`src/rtl/mem_ctrl_if.sv`:
```
// Bus bundle between the memory controller and its neighbours: the IF and MEM
// request ports, the icache fill port and the byte-wide RAM port.
// The slave side is the controller and the master side is the surrounding system.
interface mem_ctrl_if #(
  parameter int ADDR_W = 32
);
  logic              if_req_i;
  logic [ADDR_W-1:0] if_addr_i;
  logic              if_flush_i;
  logic              mem_req_i;
  logic              mem_we_i;
  logic [ADDR_W-1:0] mem_addr_i;
  logic [2:0]        mem_len_i;
  logic [31:0]       mem_wdata_i;
  logic [7:0]        ram_din_i;

  logic [7:0]        ram_dout_o;
  logic [ADDR_W-1:0] ram_a_o;
  logic              ram_wr_o;
  logic              if_done_o;
  logic [31:0]       if_inst_o;
  logic              icache_we_o;
  logic [ADDR_W-1:0] icache_waddr_o;
  logic [31:0]       icache_winst_o;
  logic              mem_done_o;
  logic [31:0]       mem_rdata_o;

  modport slave (
    input  if_req_i, if_addr_i, if_flush_i,
    input  mem_req_i, mem_we_i, mem_addr_i, mem_len_i, mem_wdata_i,
    input  ram_din_i,
    output ram_dout_o, ram_a_o, ram_wr_o,
    output if_done_o, if_inst_o,
    output icache_we_o, icache_waddr_o, icache_winst_o,
    output mem_done_o, mem_rdata_o
  );

  modport master (
    output if_req_i, if_addr_i, if_flush_i,
    output mem_req_i, mem_we_i, mem_addr_i, mem_len_i, mem_wdata_i,
    output ram_din_i,
    input  ram_dout_o, ram_a_o, ram_wr_o,
    input  if_done_o, if_inst_o,
    input  icache_we_o, icache_waddr_o, icache_winst_o,
    input  mem_done_o, mem_rdata_o
  );
endinterface

```
`src/rtl/mem_ctrl.sv`:
```
// Memory controller: shares one byte-wide RAM port between instruction fetch
// and load/store. 32-bit words are moved as 1..4 little-endian byte transfers.
// A completed fetch also produces the icache fill write.
module mem_ctrl #(
  parameter int ADDR_W      = 32,
  parameter int ICACHE_FILL = 1
) (
  input  logic         clk,
  input  logic         rst,
  input  logic         rdy,
  mem_ctrl_if.slave    bus
);

  typedef enum logic [1:0] {IDLE, RD, WR, DONE} state_t;

  state_t            state, state_nxt;
  logic [2:0]        cnt, cnt_nxt;
  logic [2:0]        len;
  logic              is_if;
  logic              grant_mem, grant_if;
  logic              cap;
  logic [1:0]        bsel;

  logic [ADDR_W-1:0] addr;
  logic [31:0]       wdata;
  logic [31:0]       rbuf;

  // The byte captured at count k belongs to lane k-1 (RAM read latency of one cycle).
  assign bsel = cnt[1:0] - 2'd1;

  // Control state: FSM state, byte counter, granted length and requester id.
  always_ff @(posedge clk) begin
    if (rst) begin
      state <= IDLE;
      cnt   <= '0;
      len   <= '0;
      is_if <= 1'b0;
    end else if (rdy) begin
      state <= state_nxt;
      cnt   <= cnt_nxt;
      if (grant_mem) begin
        len   <= bus.mem_len_i;
        is_if <= 1'b0;
      end else if (grant_if) begin
        len   <= 3'd4;
        is_if <= 1'b1;
      end
    end
  end

  // Transaction data: address/store word latched on grant, read bytes assembled in rbuf.
  always_ff @(posedge clk) begin
    if (rdy) begin
      if (grant_mem) begin
        addr  <= bus.mem_addr_i;
        wdata <= bus.mem_wdata_i;
        rbuf  <= '0;
      end else if (grant_if) begin
        addr  <= bus.if_addr_i;
        wdata <= '0;
        rbuf  <= '0;
      end else if (cap) begin
        rbuf[{bsel, 3'b000} +: 8] <= bus.ram_din_i;
      end
    end
  end

  // Next-state, arbitration and all bus outputs.
  always_comb begin
    state_nxt          = state;
    cnt_nxt            = cnt;
    grant_mem          = 1'b0;
    grant_if           = 1'b0;
    cap                = 1'b0;
    bus.ram_a_o        = '0;
    bus.ram_wr_o       = 1'b0;
    bus.ram_dout_o     = '0;
    bus.if_done_o      = 1'b0;
    bus.if_inst_o      = '0;
    bus.icache_we_o    = 1'b0;
    bus.icache_waddr_o = '0;
    bus.icache_winst_o = '0;
    bus.mem_done_o     = 1'b0;
    bus.mem_rdata_o    = '0;

    case (state)
      IDLE: begin
        // Load/store wins; a fetch is not started in a redirect cycle.
        if (bus.mem_req_i) begin
          grant_mem = 1'b1;
          cnt_nxt   = '0;
          state_nxt = bus.mem_we_i ? WR : RD;
        end else if (bus.if_req_i && !bus.if_flush_i) begin
          grant_if  = 1'b1;
          cnt_nxt   = '0;
          state_nxt = RD;
        end
      end

      RD: begin
        // While stalled, keep presenting the previous address so the RAM keeps
        // returning the byte still owed to lane k-1 when rdy comes back.
        if (!rdy && cnt != 3'd0)
          bus.ram_a_o = addr + ADDR_W'(cnt - 3'd1);
        else if (cnt < len)
          bus.ram_a_o = addr + ADDR_W'(cnt);

        if (is_if && bus.if_flush_i) begin
          state_nxt = IDLE;
          cnt_nxt   = '0;
        end else begin
          cap = (cnt != 3'd0);
          if (cnt == len)
            state_nxt = DONE;
          else
            cnt_nxt = cnt + 3'd1;
        end
      end

      WR: begin
        bus.ram_a_o  = addr + ADDR_W'(cnt);
        bus.ram_wr_o = rdy && !rst;
        case (cnt[1:0])
          2'd0:    bus.ram_dout_o = wdata[7:0];
          2'd1:    bus.ram_dout_o = wdata[15:8];
          2'd2:    bus.ram_dout_o = wdata[23:16];
          default: bus.ram_dout_o = wdata[31:24];
        endcase
        if (cnt == len - 3'd1)
          state_nxt = DONE;
        else
          cnt_nxt = cnt + 3'd1;
      end

      DONE: begin
        state_nxt = IDLE;
        cnt_nxt   = '0;
        if (is_if) begin
          bus.if_inst_o      = rbuf;
          bus.icache_winst_o = rbuf;
          bus.icache_waddr_o = addr;
          bus.if_done_o      = rdy && !rst;
          bus.icache_we_o    = (ICACHE_FILL != 0) && rdy && !rst;
        end else begin
          bus.mem_rdata_o = rbuf;
          bus.mem_done_o  = rdy && !rst;
        end
      end

      default: begin
        state_nxt = IDLE;
        cnt_nxt   = '0;
      end
    endcase
  end

endmodule

```
`src/flat_wrapper.sv`:
```
// flat-port wrapper written by rule: the top's interface ports become plain ports
module mem_ctrl_flat 
#(
  parameter int ADDR_W      = 32,
  parameter int ICACHE_FILL = 1
)
  (clk, rst, rdy, bus_if_req_i, bus_if_addr_i, bus_if_flush_i, bus_mem_req_i, bus_mem_we_i, bus_mem_addr_i, bus_mem_len_i, bus_mem_wdata_i, bus_ram_din_i, bus_ram_dout_o, bus_ram_a_o, bus_ram_wr_o, bus_if_done_o, bus_if_inst_o, bus_icache_we_o, bus_icache_waddr_o, bus_icache_winst_o, bus_mem_done_o, bus_mem_rdata_o);
  mem_ctrl_if #(.ADDR_W(ADDR_W)) bus_i ();
  input  logic clk;
  input  logic rst;
  input  logic rdy;
  input wire logic [$bits(bus_i.if_req_i)-1:0] bus_if_req_i;
  input wire logic [$bits(bus_i.if_addr_i)-1:0] bus_if_addr_i;
  input wire logic [$bits(bus_i.if_flush_i)-1:0] bus_if_flush_i;
  input wire logic [$bits(bus_i.mem_req_i)-1:0] bus_mem_req_i;
  input wire logic [$bits(bus_i.mem_we_i)-1:0] bus_mem_we_i;
  input wire logic [$bits(bus_i.mem_addr_i)-1:0] bus_mem_addr_i;
  input wire logic [$bits(bus_i.mem_len_i)-1:0] bus_mem_len_i;
  input wire logic [$bits(bus_i.mem_wdata_i)-1:0] bus_mem_wdata_i;
  input wire logic [$bits(bus_i.ram_din_i)-1:0] bus_ram_din_i;
  output wire logic [$bits(bus_i.ram_dout_o)-1:0] bus_ram_dout_o;
  output wire logic [$bits(bus_i.ram_a_o)-1:0] bus_ram_a_o;
  output wire logic [$bits(bus_i.ram_wr_o)-1:0] bus_ram_wr_o;
  output wire logic [$bits(bus_i.if_done_o)-1:0] bus_if_done_o;
  output wire logic [$bits(bus_i.if_inst_o)-1:0] bus_if_inst_o;
  output wire logic [$bits(bus_i.icache_we_o)-1:0] bus_icache_we_o;
  output wire logic [$bits(bus_i.icache_waddr_o)-1:0] bus_icache_waddr_o;
  output wire logic [$bits(bus_i.icache_winst_o)-1:0] bus_icache_winst_o;
  output wire logic [$bits(bus_i.mem_done_o)-1:0] bus_mem_done_o;
  output wire logic [$bits(bus_i.mem_rdata_o)-1:0] bus_mem_rdata_o;
  assign bus_i.if_req_i = bus_if_req_i;
  assign bus_i.if_addr_i = bus_if_addr_i;
  assign bus_i.if_flush_i = bus_if_flush_i;
  assign bus_i.mem_req_i = bus_mem_req_i;
  assign bus_i.mem_we_i = bus_mem_we_i;
  assign bus_i.mem_addr_i = bus_mem_addr_i;
  assign bus_i.mem_len_i = bus_mem_len_i;
  assign bus_i.mem_wdata_i = bus_mem_wdata_i;
  assign bus_i.ram_din_i = bus_ram_din_i;
  assign bus_ram_dout_o = bus_i.ram_dout_o;
  assign bus_ram_a_o = bus_i.ram_a_o;
  assign bus_ram_wr_o = bus_i.ram_wr_o;
  assign bus_if_done_o = bus_i.if_done_o;
  assign bus_if_inst_o = bus_i.if_inst_o;
  assign bus_icache_we_o = bus_i.icache_we_o;
  assign bus_icache_waddr_o = bus_i.icache_waddr_o;
  assign bus_icache_winst_o = bus_i.icache_winst_o;
  assign bus_mem_done_o = bus_i.mem_done_o;
  assign bus_mem_rdata_o = bus_i.mem_rdata_o;
  mem_ctrl #(.ADDR_W(ADDR_W), .ICACHE_FILL(ICACHE_FILL)) u_core (.clk(clk), .rst(rst), .rdy(rdy), .bus(bus_i));
endmodule
```
`config.mk`:
```
export PLATFORM = sky130hd
export DESIGN_NAME = mem_ctrl_flat
export DESIGN_NICKNAME = d
export VERILOG_FILES = /design/src/rtl/mem_ctrl_if.sv /design/src/rtl/mem_ctrl.sv /design/src/flat_wrapper.sv
export SDC_FILE = /design/constraint.sdc
export NUM_CORES = 1
export LEC_CHECK = 0
export ABC_AREA = 1
export CAP_MARGIN = 5
export CORE_MARGIN = 4
export CORE_UTILIZATION = 49
export CTS_BUF_LIST = sky130_fd_sc_hd__clkbuf_4 sky130_fd_sc_hd__clkbuf_8 sky130_fd_sc_hd__clkbuf_16
export CTS_CLUSTER_SIZE = 24
export DETAILED_ROUTE_END_ITERATION = 10
export GPL_TIMING_DRIVEN = 0
export PLACE_DENSITY = 0.82
export RECOVER_POWER = 100
export SLEW_MARGIN = 20
export SYNTH_ARGS = -nofsm -noshare
export SYNTH_HDL_FRONTEND = slang
export SYNTH_SLANG_ARGS = --single-unit
```
`constraint.sdc`:
```
create_clock -name clk -period 10.1 [get_ports clk]
set_clock_uncertainty 0.2 [all_clocks]
set_input_delay 2.525 -clock clk [delete_from_list [all_inputs] [get_ports clk]]
set_output_delay 2.525 -clock clk [all_outputs]
set_load 0.01 [all_outputs]
```
==> Flow_metrics.wiki, run 1 <==
{| class="wikitable"
! Metric !! Value
|-
| Die outline area || 22200 sq um
|-
| Count of yosys warnings during synthesis || 0
|-
| Relative slew slack || -41.8%
|-
| Count of different cell masters after synthesis || 49
|-
| Outcome || finished with violations
|-
| Number of search-and-repair iterations in the first detailed-routing pass || 9
|-
| Cell-by-cell listing of the critical path || clkdlybuf4s50_1 -> inv_1 -> nand2_1 -> nor2_1 -> inv_2 -> clkbuf_1 -> nand2_1 -> nand2_1 -> a21oi_1 -> dlygate4sd3_1
|-
| Cell mode on critical path || sky130_fd_sc_hd__nand2_1
|-
| Synth Net Count || 1611
|-
| Remaining DRCs || 2
|-
| CP Max Fanout || 10
|-
| First-pass GRT wire length || 55.8 mm
|-
| Avg Vias per Cell || 5.38
|-
| Peak per-stage delay on the critical path || 670 ps
|-
| Unrepaired setup endpoints after global routing || no
|-
| Highest ir drop seen on vdd || 111 uV
|-
| Crit share post-route || 82.5%
|-
| Number of nets at the end of the flow || 1910
|-
| Lkg Pwr || 6.46 nW
|-
| Data required time of the critical path || 7380 ps
|-
| Maximum number of pins on one net before global-route repair || 29
|-
| Drt total wl || 36.0 mm
|-
| Post-CTS setup buffer count || 0
|-
| Routed length per instance || 17.9 microns
|-
| Clock H-tree levels || 3
|-
| Sequential share of the synthesized area || 31.5%
|-
| All-layer global routing usage || 31.9%
|-
| Number of filler instances in the final layout || 1736
|-
| Count of cells along the worst hold path || 2
|-
| Overall overflow remaining after global route || 0
|-
| Max_cap viols || 2
|-
| Crit path DAT || 5610 ps
|-
| Final RePlAce weighted congestion || 1.06
|-
| Hold Fails Final Rpt || 0
|-
| Total power density per cell area || 141 nW/um^2
|-
| Upper clock frequency limit || 120 MHz
|-
| CTS Buf Count || 9
|-
| Reg-to-reg slack, setup || 5020 ps
|-
| I/O Pins || 286
|-
| Final core utilization || 67.7%
|-
| Endpoint kind of the worst setup timing path || output pin
|-
| Family with the most delay on the worst path || buffers and inverters
|-
| Startpoint type of the worst setup path || primary input
|-
| End point of the most critical hold path || u_core.is_if
|-
| Worst hold path class || flop to flop
|-
| Synthesized area || 9730 sq um
|-
| Final Setup Violations || 0
|-
| Number of gates given a new drive strength after cts || 0
|-
| Horizontal die dimension || 149 microns
|-
| Leading cell types in the layout, fill and taps excluded || 372 x sky130_fd_sc_hd__nand2_1, 240 x sky130_fd_sc_hd__inv_1, 197 x sky130_fd_sc_hd__nor2_1
|-
| Clock tree from TritonCTS || done
|-
| Skew-Pair Late Insertion Delay || 360 ps
|-
| Number of routed nets with antenna violations || 0
|-
| Number of synthesized register bits || 105
|-
| Final setup margin || 1770 ps
|-
| Number of cell instances on the worst register-to-register path || 7
|-
| Vertical extent of the die || 149 microns
|-
| Most common library cell in the layout ignoring fill and taps || sky130_fd_sc_hd__nand2_1
|-
| CTS Hold Buffers Added || 0
|-
| Drt initial violations || 1175
|-
| I/O Buffers || 285
|-
| Post-Synthesis Mean Instance Area || 6.73 sq um
|-
| PnR Total Power || 1.86 mW
|-
| Transition time at the pin with the least slew margin || 2110 ps
|-
| Routed via count || 10800
|-
| Number of antenna violations at the first check in global routing || 0
|-
| Maximum number of buffers from clock root to sink || 2
|-
| Hold path startpoint || u_core.is_if
|-
| Critical path type || primary input to output pin
|-
| Number of global-route vias before repair || 10400
|-
| Core Footprint || 19500 sq um
|-
| Count of inserted antenna diode cells || 0
|-
| Detailed placer's ending HPWL || 29.2 mm
|-
| Cell area reported after detailed placement || 13000 sq um
|-
| Placement row count || 51
|-
| Final number of max-transition violations || 36
|-
| CP Buf/Inv Count || 5
|-
| Syn-to-layout area delta || 35.7%
|-
| Initial Utilization || 49.9%
|-
| Time the worst path needs with I/O delays and setup || 8330 ps
|-
| Seq. cell area || 3060 sq um
|-
| Area used by multi-input combinational logic || 5310 sq um
|-
| Clock Tree Root || sky130_fd_sc_hd__clkbuf_16
|-
| Proportion of layout cells with a drive suffix above 1 || 7.14%
|-
| Number of sinks on the clock net || 105
|-
| Total non-filler cell area in the finished layout || 13200 sq um
|-
| Worst slack at placement || 2310 ps
|-
| Launching point of the worst reg2reg path || u_core.state[0]
|-
| Clock-pin slew of the registers on the worst-case setup and hold paths || 80 ps
|-
| Cells after synthesis || 1446
|-
| Failing checks || DRC, capacitance limit, slew limit
|-
| Worst path slowest cell || sky130_fd_sc_hd__dlygate4sd3_1
|-
| Critical R2R Capture || u_core.rbuf[6]
|}
## state kept, by name (all words and copies together) (netlist names)
signal	cells
u_core.addr	32
u_core.rbuf	32
u_core.len	3
u_core.cnt	3
u_core.is_if	1
u_core.wdata	32
u_core.state	2
## synthesized netlist by cell type (all sizes together)
cell	count	area, sq um
o311ai	1	8.76
nand3b	1	7.51
dfxtp	9	180
fa	2	40.0
o211ai	5	37.5
clkinv	4	16.3
o21bai	5	37.5
a22oi	2	15.0
nor2	206	818
a211oi	3	22.5
nand2	379	1450
a21oi	96	503
nand4	15	93.8
a31oi	12	75.1
o21a	1	7.51
buf	48	319
nor3	20	149
or2	7	43.8
edfxtp	96	2880
o22ai	8	50.1
xor2	18	158
o2111ai	1	8.76
and2	1	6.26
o21ai	33	173
mux2	32	360
nand3	113	571
a21o	3	22.5
a21boi	1	7.51
clkbuf	24	90.1
nor4	3	33.8
xnor2	1	8.76
inv	247	927
ha	49	613
## cell type report
cell class,count,area share (%)
timing repair buffer,288,21.7
sequential,105,23.2
buffer,72,3.04
tap,265,2.51
clock buffer,10,1.76
clock inverter,6,0.464
inverter,251,7.14
multi-input combinational,1018,40.2
## stage by stage
stage / hold WS [ps] / cells / setup TNS (ps)
6_report: 307 / 2015 / 0
2_1_floorplan: 252 / 1446 / 0
5_1_grt: 327 / 2015 / 0
4_1_cts: 305 / 2015 / 0
3_5_place_dp: 287 / 1999 / 0
3_3_place_gp: 286 / 1996 / -19750
## worst reg2reg max path, cell delays in order, from the launching register on
cell and delay [ps]:
sky130_fd_sc_hd__dfxtp_1 350, sky130_fd_sc_hd__inv_1 130, sky130_fd_sc_hd__ha_1 260, sky130_fd_sc_hd__nand2_1 230
sky130_fd_sc_hd__nor2_1 1340, sky130_fd_sc_hd__inv_1 380, sky130_fd_sc_hd__o21ai_0 900, sky130_fd_sc_hd__clkbuf_1 910
## metal layers
layer	track usage, %	up-vias	wire length (microns)
met5	0	-	0
met2	54.3	551	17300
met4	12.3	0	1400
li1	-	5210	-
met3	4.50	99	3200
met1	41.1	4984	14100
## how the worst max path moves through the flow
stage | from | endpoint | depth (start not counted)
global route | rdy | bus_ram_a_o[30] | 10
CTS | rdy | bus_ram_a_o[20] | 9
floorplan | bus_if_flush_i | u_core.rbuf[0] | 7
global placement | bus_mem_req_i | u_core.rbuf[25] | 7
finish | rdy | bus_ram_a_o[30] | 10
detailed placement | rdy | bus_ram_a_o[20] | 9
## logic make-up after synthesis
logic type / synth area share (%)
mux: 3.70
buf+inv: 13.9
fa+ha+maj: 6.71
xor+xnor: 1.71
flops: 31.5
compound gates: 9.95
simple gates: 32.6
## report_power, final
part | internal (mW) | total (mW) | switching, mW | leakage, nW
registers | 0.553 | 0.601 | 0.0488 | 0.985
logic | 0.317 | 0.903 | 0.586 | 5.33
clock network | 0.177 | 0.358 | 0.182 | 0.142
Note: power is estimated with default switching activity, not from simulation.
==> run 2: changes to the inputs <==
- clock period: 10.1 -> 7.7 ns (I/O delays scaled with it)
==> Flow_metrics.wiki, run 2 (synthesis results as in run 1) <==
{| class="wikitable"
! Metric !! Value
|-
| Outcome || finished with violations
|-
| Failing checks || capacitance limit, slew limit
|-
| Switching power || 1.07 mW
|-
| Final core utilization || 67.7%
|-
| Vertical extent of the die || 149 microns
|-
| Seq. cell area || 3060 sq um
|-
| Part of the total power dissipated in combinational logic || 48.5%
|-
| Number of cell instances on the worst register-to-register path || 7
|-
| Overall overflow remaining after global route || 0
|-
| Number of antenna violations at the first check in global routing || 0
|-
| Clock tree from TritonCTS || done
|-
| Cell area reported after detailed placement || 13000 sq um
|-
| Maximum number of buffers from clock root to sink || 2
|-
| Critical path type || primary input to output pin
|-
| Hold Slack || 306 ps
|-
| Cell-by-cell listing of the critical path || clkdlybuf4s50_1 -> inv_1 -> nand2_1 -> nor2_1 -> inv_2 -> clkbuf_1 -> nand2_1 -> nand2_1 -> a21oi_1 -> dlygate4sd3_1
|-
| Drt initial violations || 1130
|-
| Maximum number of pins on one net before global-route repair || 29
|-
| TNS Setup || 0 ps
|-
| Avg Vias per Cell || 5.37
|-
| Highest ir drop seen on vdd || 145 uV
|-
| Detailed placer's ending HPWL || 29.2 mm
|-
| Hold path startpoint || u_core.is_if
|-
| Clock Power Share || 19.3%
|-
| Total non-filler cell area in the finished layout || 13200 sq um
|-
| Clock H-tree levels || 3
|-
| Number of routed nets with antenna violations || 0
|-
| Switching part of the total || 43.9%
|-
| Hold Fails Final Rpt || 0
|-
| Count of cells along the worst hold path || 2
|-
| CTS Buf Count || 9
|-
| Most common library cell in the layout ignoring fill and taps || sky130_fd_sc_hd__nand2_1
|-
| CP Max Fanout || 10
|-
| First-pass GRT wire length || 55.8 mm
|-
| Number of nets at the end of the flow || 1910
|-
| Number of search-and-repair iterations in the first detailed-routing pass || 6
|-
| Data required time of the critical path || 5580 ps
|-
| Critical R2R Capture || u_core.rbuf[24]
|-
| Crit path DAT || 4970 ps
|-
| Unrepaired setup endpoints after global routing || no
|-
| CTS Hold Buffers Added || 0
|-
| Routed via count || 10800
|-
| Clock-pin slew of the registers on the worst-case setup and hold paths || 80 ps
|-
| Total power density per cell area || 185 nW/um^2
|-
| Final RePlAce weighted congestion || 1.06
|-
| Area used by multi-input combinational logic || 5310 sq um
|-
| Endpoint kind of the worst setup timing path || output pin
|-
| Proportion of layout cells with a drive suffix above 1 || 7.20%
|-
| Number of gates given a new drive strength after cts || 0
|-
| Final Setup Violations || 0
|-
| Initial Utilization || 49.9%
|-
| I/O Buffers || 285
|-
| All-layer global routing usage || 31.9%
|-
| Internal power consumption || 1.37 mW
|-
| Worst hold path class || flop to flop
|-
| Leading cell types in the layout, fill and taps excluded || 372 x sky130_fd_sc_hd__nand2_1, 240 x sky130_fd_sc_hd__inv_1, 197 x sky130_fd_sc_hd__nor2_1
|-
| Upper clock frequency limit || 141 MHz
|-
| Die outline area || 22200 sq um
|-
| Worst path slowest cell || sky130_fd_sc_hd__dlygate4sd3_1
|-
| Syn-to-layout area delta || 35.7%
|-
| Cell mode on critical path || sky130_fd_sc_hd__nand2_1
|-
| End point of the most critical hold path || u_core.is_if
|-
| Transition time at the pin with the least slew margin || 2130 ps
|-
| Number of global-route vias before repair || 10400
|-
| Core Footprint || 19500 sq um
|-
| Startpoint type of the worst setup path || primary input
|-
| Number of sinks on the clock net || 105
|-
| Time the worst path needs with I/O delays and setup || 7100 ps
|-
| Max_cap viols || 2
|-
| Crit share post-route || 92.2%
|-
| I/O Pins || 286
|-
| Number of filler instances in the final layout || 1736
|-
| Horizontal die dimension || 149 microns
|-
| Sequential Power Share || 32.3%
|-
| Remaining DRCs || 0
|-
| Count of inserted antenna diode cells || 0
|-
| Lkg Pwr || 6.46 nW
|-
| Post-CTS setup buffer count || 0
|-
| Skew-Pair Late Insertion Delay || 360 ps
|-
| Largest registers in the final layout || u_core.addr (32), u_core.rbuf (32), u_core.wdata (32)
|-
| Reg-to-reg slack, setup || 2620 ps
|-
| Routed length per instance || 17.9 microns
|-
| Relative slew slack || -43.8%
|-
| Clock Tree Root || sky130_fd_sc_hd__clkbuf_16
|-
| Final number of max-transition violations || 36
|-
| Drt total wl || 36.0 mm
|-
| Peak per-stage delay on the critical path || 660 ps
|-
| Placement row count || 51
|-
| Launching point of the worst reg2reg path || u_core.state[0]
|}
==> run 2: changes by cell type in the layout (fill, tap and decap cells not counted), sizes merged <==
cell and change:
buf +2, dlygate4sd3 +1, clkbuf -2, clkdlybuf4s50 -1
==> run 2: worst max path at each step <==
stage	end	from	slack [ps]	cells past startpoint
after detailed placement	bus_ram_a_o[20]	rdy	1110	9
final	bus_ram_a_o[30]	rdy	600	10
after floorplan	u_core.rbuf[0]	bus_if_flush_i	340	7
after CTS	bus_ram_a_o[31]	u_core.cnt[0]	1030	17
after global placement	u_core.rbuf[25]	bus_mem_req_i	-2420	7
after global routing	bus_ram_a_o[30]	rdy	450	10
==> run 2: critical path, delay by kind of cell <==
family                 cells  cell delay [ps]
AOI/OAI and AO/OA          1              200
buffers and inverters      5             1770
and+or+nand+nor            4             1060
==> run 2: final cells by class <==
| type | count | share of cell area (%) |
|---|---|---|
| Buffer | 72 | 3.05 |
| Clock buffer | 10 | 1.76 |
| Clock inverter | 6 | 0.464 |
| Inverter | 251 | 7.14 |
| Multi-Input combinational cell | 1018 | 40.2 |
| Sequential cell | 105 | 23.2 |
| Tap cell | 265 | 2.51 |
| Timing Repair Buffer | 288 | 21.7 |
==> run 2: power groups by stage <==
stage,clock [mW],combinational (mW),sequential (mW)
after floorplan,0,0.796,0.773
after global placement,0,1.14,0.800
after detailed placement,0,1.18,0.794
after CTS,0.470,1.19,0.782
after global routing,0.489,1.32,0.793
final,0.471,1.19,0.789
==> run 2: stage by stage <==
step / total power, mW / std cells / setup slack [ps]
2_1_floorplan: 1.57 / 1446 / 344
3_3_place_gp: 1.94 / 1996 / -2420
3_5_place_dp: 1.98 / 1999 / 1110
4_1_cts: 2.44 / 2015 / 1030
5_1_grt: 2.60 / 2015 / 454
6_report: 2.44 / 2015 / 601
==> run 2: layer usage <==
metal	up-vias	track usage [%]	part of all wire, %
li1	5215	-	-
met1	4949	41.1	39
met2	572	54.3	48
met3	91	4.50	9.3
met4	0	12.3	3.7
met5	-	0	0
